==> src/rtl/apple_bus_frontend.sv <==
// Apple II slot bus front-end: strobe synchronisers, $C800 ownership, read OE timing and device write qualification.
// Optional ROM banking register is enabled by defining ROM_BANK_EN.
module apple_bus_frontend #(
    parameter int         SYNC_STAGES   = 2,
    parameter int         OE_DELAY      = 2,
    parameter int         BANK_W        = 2,
    parameter logic [3:0] BANK_REG_ADDR = 4'hE
) (
    input  logic                 fclk,
    input  logic                 _reset,
    input  logic [11:0]          addr,
    input  logic                 rw,
    input  logic                 q3,
    input  logic                 _iosel,
    input  logic                 _iostrobe,
    input  logic                 _devsel,
    input  logic [7:0]           data_in,
    input  logic [7:0]           rom_data,
    input  logic [7:0]           dev_data,
    output logic [7:0]           data_out,
    output logic                 data_oe,
    output logic                 _en245,
    output logic [12+BANK_W-1:0] rom_addr,
    output logic                 exp_active,
    output logic                 dev_wr_strobe,
    output logic [3:0]           dev_wr_addr,
    output logic [7:0]           dev_wr_data
);
    localparam int               CNT_W     = (OE_DELAY < 1) ? 1 : $clog2(OE_DELAY + 1);
    localparam logic [CNT_W-1:0] OE_MAX    = CNT_W'(OE_DELAY);
    localparam logic [4:0]       SYNC_IDLE = 5'b01111;

    typedef enum logic {IDLE = 1'b0, OWN = 1'b1} exp_state_t;

    exp_state_t       state_q;
    logic [4:0]       sync_q [SYNC_STAGES];
    logic             s_iosel_n, s_iostrobe_n, s_devsel_n, s_rw, s_q3;
    logic             iosel_prev_q, devsel_prev_q, wr_gate_prev_q, armed_q, armed_d;
    logic [CNT_W-1:0] cnt_q, cnt_d;
    logic             data_oe_q, en245_q, strobe_q, strobe_d;
    logic [7:0]       data_out_q, dev_wr_data_q, dev_wr_data_d;
    logic [3:0]       dev_wr_addr_q, dev_wr_addr_d;
    logic [BANK_W-1:0] bank_s;
    logic             iosel_fall_s, devsel_fall_s, wr_gate_s, wr_fire_s, cfff_clr_s;
    logic             rom_sel_s, dev_sel_s, oe_req_s, exp_active_s;

    assign {s_q3, s_rw, s_devsel_n, s_iostrobe_n, s_iosel_n} = sync_q[SYNC_STAGES-1];

    assign iosel_fall_s  = iosel_prev_q & ~s_iosel_n;
    assign devsel_fall_s = devsel_prev_q & ~s_devsel_n;
    assign wr_gate_s     = s_q3 | s_devsel_n;
    assign wr_fire_s     = wr_gate_s & ~wr_gate_prev_q & ~s_rw & armed_q;
    assign cfff_clr_s    = ~s_iostrobe_n & (addr[10:0] == 11'h7FF);
    assign exp_active_s  = (state_q == OWN);
    assign rom_sel_s     = ~s_iosel_n | (~s_iostrobe_n & exp_active_s);
    assign dev_sel_s     = ~s_devsel_n;
    assign oe_req_s      = s_rw & (rom_sel_s | (dev_sel_s & ~addr[0]));

    // Bus strobe synchronisers; flops reset to the idle bus levels.
    always_ff @(posedge fclk) begin
        if (!_reset) begin
            for (int i = 0; i < SYNC_STAGES; i++) sync_q[i] <= SYNC_IDLE;
        end else begin
            sync_q[0] <= {q3, rw, _devsel, _iostrobe, _iosel};
            for (int i = 1; i < SYNC_STAGES; i++) sync_q[i] <= sync_q[i-1];
        end
    end

    // Expansion ROM ownership; a $CFFF access wins over a coincident _iosel fall.
    always_ff @(posedge fclk) begin
        if (!_reset) begin
            state_q <= IDLE;
        end else begin
            case (state_q)
                IDLE:    if (iosel_fall_s && !cfff_clr_s) state_q <= OWN;
                OWN:     if (cfff_clr_s) state_q <= IDLE;
                default: state_q <= IDLE;
            endcase
        end
    end

    // Next-state for OE counter, write latches and the one-shot strobe arming.
    always_comb begin
        cnt_d         = '0;
        dev_wr_addr_d = dev_wr_addr_q;
        dev_wr_data_d = dev_wr_data_q;
        armed_d       = armed_q;
        if (oe_req_s) begin
            if (cnt_q == OE_MAX) cnt_d = cnt_q;
            else                 cnt_d = cnt_q + CNT_W'(1);
        end else begin
            cnt_d = '0;
        end
        if (devsel_fall_s && !s_rw) dev_wr_addr_d = addr[3:0];
        else                        dev_wr_addr_d = dev_wr_addr_q;
        if (s_q3 && dev_sel_s && !s_rw) dev_wr_data_d = data_in;
        else                            dev_wr_data_d = dev_wr_data_q;
        // Only one strobe per _devsel assertion: re-arm while deasserted.
        if (s_devsel_n)     armed_d = 1'b1;
        else if (wr_fire_s) armed_d = 1'b0;
        else                armed_d = armed_q;
    end

`ifdef ROM_BANK_EN
    logic [BANK_W-1:0] bank_q, bank_d;
    logic              bank_hit_s;

    assign bank_hit_s = (dev_wr_addr_q == BANK_REG_ADDR);
    assign bank_s     = bank_q;

    // Bank register writes are absorbed here instead of reaching the device.
    always_comb begin
        bank_d   = bank_q;
        strobe_d = wr_fire_s & ~bank_hit_s;
        if (wr_fire_s && bank_hit_s) bank_d = dev_wr_data_d[BANK_W-1:0];
        else                         bank_d = bank_q;
    end

    // Bank register storage.
    always_ff @(posedge fclk) begin
        if (!_reset) bank_q <= '0;
        else         bank_q <= bank_d;
    end
`else
    assign bank_s = '0;

    // Without banking every qualified write is forwarded.
    always_comb begin
        strobe_d = wr_fire_s;
    end
`endif

    // Registered outputs and edge-detect history.
    always_ff @(posedge fclk) begin
        if (!_reset) begin
            iosel_prev_q   <= 1'b1;
            devsel_prev_q  <= 1'b1;
            wr_gate_prev_q <= 1'b1;
            armed_q        <= 1'b1;
            cnt_q          <= '0;
            data_oe_q      <= 1'b0;
            en245_q        <= 1'b1;
            data_out_q     <= 8'h00;
            strobe_q       <= 1'b0;
            dev_wr_addr_q  <= 4'h0;
            dev_wr_data_q  <= 8'h00;
        end else begin
            iosel_prev_q   <= s_iosel_n;
            devsel_prev_q  <= s_devsel_n;
            wr_gate_prev_q <= wr_gate_s;
            armed_q        <= armed_d;
            cnt_q          <= cnt_d;
            data_oe_q      <= oe_req_s & (cnt_d == OE_MAX);
            en245_q        <= ~(rom_sel_s | dev_sel_s);
            data_out_q     <= rom_sel_s ? rom_data : dev_data;
            strobe_q       <= strobe_d;
            dev_wr_addr_q  <= dev_wr_addr_d;
            dev_wr_data_q  <= dev_wr_data_d;
        end
    end

    assign data_out      = data_out_q;
    assign data_oe       = data_oe_q;
    assign _en245        = en245_q;
    assign rom_addr      = {bank_s, addr};
    assign exp_active    = exp_active_s;
    assign dev_wr_strobe = strobe_q;
    assign dev_wr_addr   = dev_wr_addr_q;
    assign dev_wr_data   = dev_wr_data_q;
endmodule

==> config.mk <==
export PLATFORM = sky130hd
export DESIGN_NAME = apple_bus_frontend
export DESIGN_NICKNAME = d
export VERILOG_FILES = /design/src/rtl/apple_bus_frontend.sv
export SDC_FILE = /design/constraint.sdc
export NUM_CORES = 1
export LEC_CHECK = 0
export BUFFER_PORTS_ARGS = -buffer_cell sky130_fd_sc_hd__clkbuf_2
export CORE_AREA = 3 3 61 63
export CTS_CLUSTER_SIZE = 30
export DETAILED_ROUTE_END_ITERATION = 12
export DIE_AREA = 0 0 64 66
export PLACE_DENSITY_LB_ADDON = 0.15
export REMOVE_ABC_BUFFERS = 1
export SLEW_MARGIN = 10
export SYNTH_ARGS = -nofsm -noshare
export SYNTH_HDL_FRONTEND = slang
export SYNTH_SLANG_ARGS = --single-unit
==> constraint.sdc <==
create_clock -name fclk -period 3.1 [get_ports fclk]
set_input_delay 0.465 -clock fclk [delete_from_list [all_inputs] [get_ports fclk]]
set_output_delay 0.465 -clock fclk [all_outputs]
set_load 0.02 [all_outputs]
==> reports/qor.tcl <==
set qor(final_util_pct) 57.0
set qor(drc) 0
set qor(tritoncts_clock_tree) {built}
set qor(met3_usage_pct) 5.27
set qor(critical_path_required_ns) 3.31
set qor(total_leakage_power_uw) 0.000863
set qor(die_width_microns) 64
set qor(die-area_sq_mm) 0.00422
set qor(fin_worst_hold_slack_ns) 0.300
set qor(placeableCoreArea_sq_mm) 0.00328
set qor(synth.ff_latch_count) 40
set qor(ys_types) 31
set qor(max_freq_mhz) 655
set qor(ctsRootBufferMaster) {clkbuf_4}
set qor(area.growth.synth_to_final_pct) 23.0
set qor(grt_start_max_net_pins) 23
set qor(finalWeightedCongestion) 0.755
set qor(final-seq-area_sq_um) 801
set qor(routed-via-count) 1202
set qor(port-buffer-count) 76
set qor(ys.flop_type) {dfxtp_1}
set qor(muxShareOfSynthArea_pct) 7.89
set qor(globalRouteTotalUtil_pct) 15.1
set qor(setup.worst_path.class) {flip-flop to flip-flop}
set qor(finalNonFillerCells) 258
set qor(grt_setup_unrepaired) {no}
set qor(cap_violations) 0
set qor(synthSimpleGateAreaFrac_pct) 19.3
set qor(critical_path_peak_fanout) 8
set qor(std_cell_rows) 21
set qor(synth_top_family_by_area) {simple AND/OR/NAND/NOR gates}
set qor(clkLatencyLatePin_ns) 0.34
set qor(detail_route.first_pass.iterations) 4
set qor(grt_util_met2_pct) 27.2
set qor(ant_nets) 0
set qor(syn_inst) 148
set qor(post-layout-total-power_uw) 902
set qor(cts_buffers) 5
set qor(drt_iter0_markers) 36
set qor(vias_in_the_first_global_route) 1159
set qor(clk_path_buf_depth) 2
set qor(post_cts_hold_buffer_count) 0
set qor(layout-drive-gt1-share_pct) 41.5
set qor(synth-compound-area-share_pct) 7.98
set qor(floorplan.initialDensity_pct) 46.3
set qor(dieHeight_microns) 66
set qor(antenna-diode-count) 0
set qor(htree_num_levels) 2
set qor(endpoint_kind) {flip-flop}
set qor(maxSlewHeadroom_pct) 48.9
set qor(global_route.peak_usage_layer) {met2}
set qor(fin_worst_skew_ns) 0.00489
set qor(tightestPinTransition_ns) 0.763
set qor(cts.reportedPaths.clkPinSlew_ns) 0.10
set qor(postCtsSetupRepairBufs) 0
set qor(number_of_antenna_violations_at_the_first_check_in_global_routing) 0
set qor(post_synth_xor_area_fraction_pct) 0
set qor(mappedNetlistArea_sq_mm) 0.00152
set qor(cts.repair.resized) 0
set qor(synthAdderAreaFrac_pct) 0.822
set qor(report.final.slew_viol_count) 0
set qor(dp.cells) 250
set qor(dp.final_hpwl_microns) 2320
set qor(post-route-period-util_pct) 49.3
set qor(synthesis.yosys.warnings) 0
set qor(finalWirelength_microns) 3000
set qor(finalHoldViolations) 0
set qor(io_pins) 81
set qor(post-route-min-period_ns) 1.53
set qor(critPathLaunchType) {flip-flop}
set qor(post_drt_via_cell_ratio) 4.66
set qor(fillers) 308
set qor(outcome) {finished clean}
set qor(holdCritPathClass) {primary input to flip-flop}
set qor(multiInputGateArea_sq_um) 556
set qor(route.detailed.wl_per_inst_microns) 11.6
set qor(synth.yosys.seq_area_share_pct) 52.6
set qor(fin_setup_tns_ns) 0
set qor(number_of_enable_flip_flop_cells_after_synthesis) 0
set qor(nNetsFinal) 255
set qor(critPathArrivalTime_ns) 1.74
set qor(irDropWorstVdd_mv) 0.246
set qor(setup_violations) 0
set qor(grt-ovfl-total) 0
set qor(grt_use_met1_pct) 15.9
set qor(tritoncts_num_sinks) 40
set qor(power_density_mw_per_mm2) 482
set qor(asyncSetResetFlopFracSynth_pct) 0
set qor(syn_area_per_cell_sq_um) 10.3
set qor(grt_pass1_wl_microns) 4920
==> metrics by stage <==
step	setup slack, ns	area, sq um
2_1_floorplan	1.74	1380
3_3_place_gp	1.42	1810
3_5_place_dp	1.33	1810
4_1_cts	1.56	1870
5_1_grt	1.46	1870
6_report	1.57	1870
==> sequential cells by signal, summed over array words and instances (netlist names) <==
| signal | cells |
|---|---|
| data_oe | 1 |
| _en245 | 1 |
| iosel_prev_q | 1 |
| cnt_q | 2 |
| exp_active | 1 |
| dev_wr_data | 8 |
| devsel_prev_q | 1 |
| dev_wr_strobe | 1 |
| armed_q | 1 |
| dev_wr_addr | 4 |
| wr_gate_prev_q | 1 |
| sync_q | 10 |
| data_out | 8 |
==> layer usage <==
layer	vias to the layer above	share of wire [%]
met5	-	0
met4	0	1.6
met3	7	8.1
met2	46	51
met1	544	40
li1	605	-
==> worst paths after layout <==
check,from,end,slack (ns),cells after the start
max,sync_q[0][7],dev_wr_data[0],1.57,3
max reg2reg,sync_q[0][7],dev_wr_data[0],1.57,3
min reg2reg,sync_q[0][3],sync_q[0][8],0.42,1
min,rw,sync_q[0][3],0.30,2
==> power by group <==
part	switching, uW	leakage [uW]	internal, uW
clock	154	0.0000326	112
combinational	55.6	0.000503	42.5
sequential	8.11	0.000328	530
total	217	0.000863	685
==> synthesized netlist by cell type (2+ instances only) <==
library cell  count  area (sq um)
a21oi_1           9          45.0
and2_1            4          25.0
buf_4            14           105
buf_6             2          22.5
clkbuf_1          2          7.51
clkbuf_2          2          10.0
dfxtp_1          40           801
inv_1             4          15.0
mux2i_1          12           120
nand2_1           3          11.3
nand2b_1          8          50.1
nand3b_1          8          60.1
nand4_1           2          12.5
nor2_1           13          48.8
nor3_1            2          10.0
o21ai_0           8          40.0
==> cells by family after synthesis <==
logic type / after synthesis
flops: 40
buf+inv: 26
compound gates: 21
mux: 12
fa+ha+maj: 1
simple gates: 47
other cells: 1
==> layout by cell type (no fill, tap or decap) <==
cell / n
a21o_1: 1
a21oi_1: 9
and2_1: 4
and3b_1: 1
clkbuf_1: 2
clkbuf_2: 76
clkbuf_4: 5
clkbuf_8: 1
conb_1: 2
dfxtp_1: 40
ha_1: 1
inv_1: 4
inv_2: 1
mux2i_1: 12
nand2_1: 3
nand2b_1: 8
nand3b_1: 8
nand4_1: 2
nand4b_1: 1
nor2_1: 13
nor2_2: 1
nor2b_4: 1
nor3_1: 2
nor3b_2: 1
nor3b_4: 1
o2111a_1: 1
o21ai_0: 8
o311a_1: 1
o31ai_1: 1
or3_2: 1
==> worst max-delay path, cell delays in order, from the launching register on <==
cell,delay (ns)
dfxtp_1,0.40
nor3b_2,0.68
mux2i_1,0.27
nor2_1,0.06
==> cell type report <==
type / instances / share of cell area, %
multi-input combinational: 83 / 29.7
tap: 46 / 3.07
timing repair buffer: 76 / 20.3
inverter: 5 / 1.00
clock buffer: 8 / 3.14
sequential: 40 / 42.8
Power figures use the tool's default switching activity.
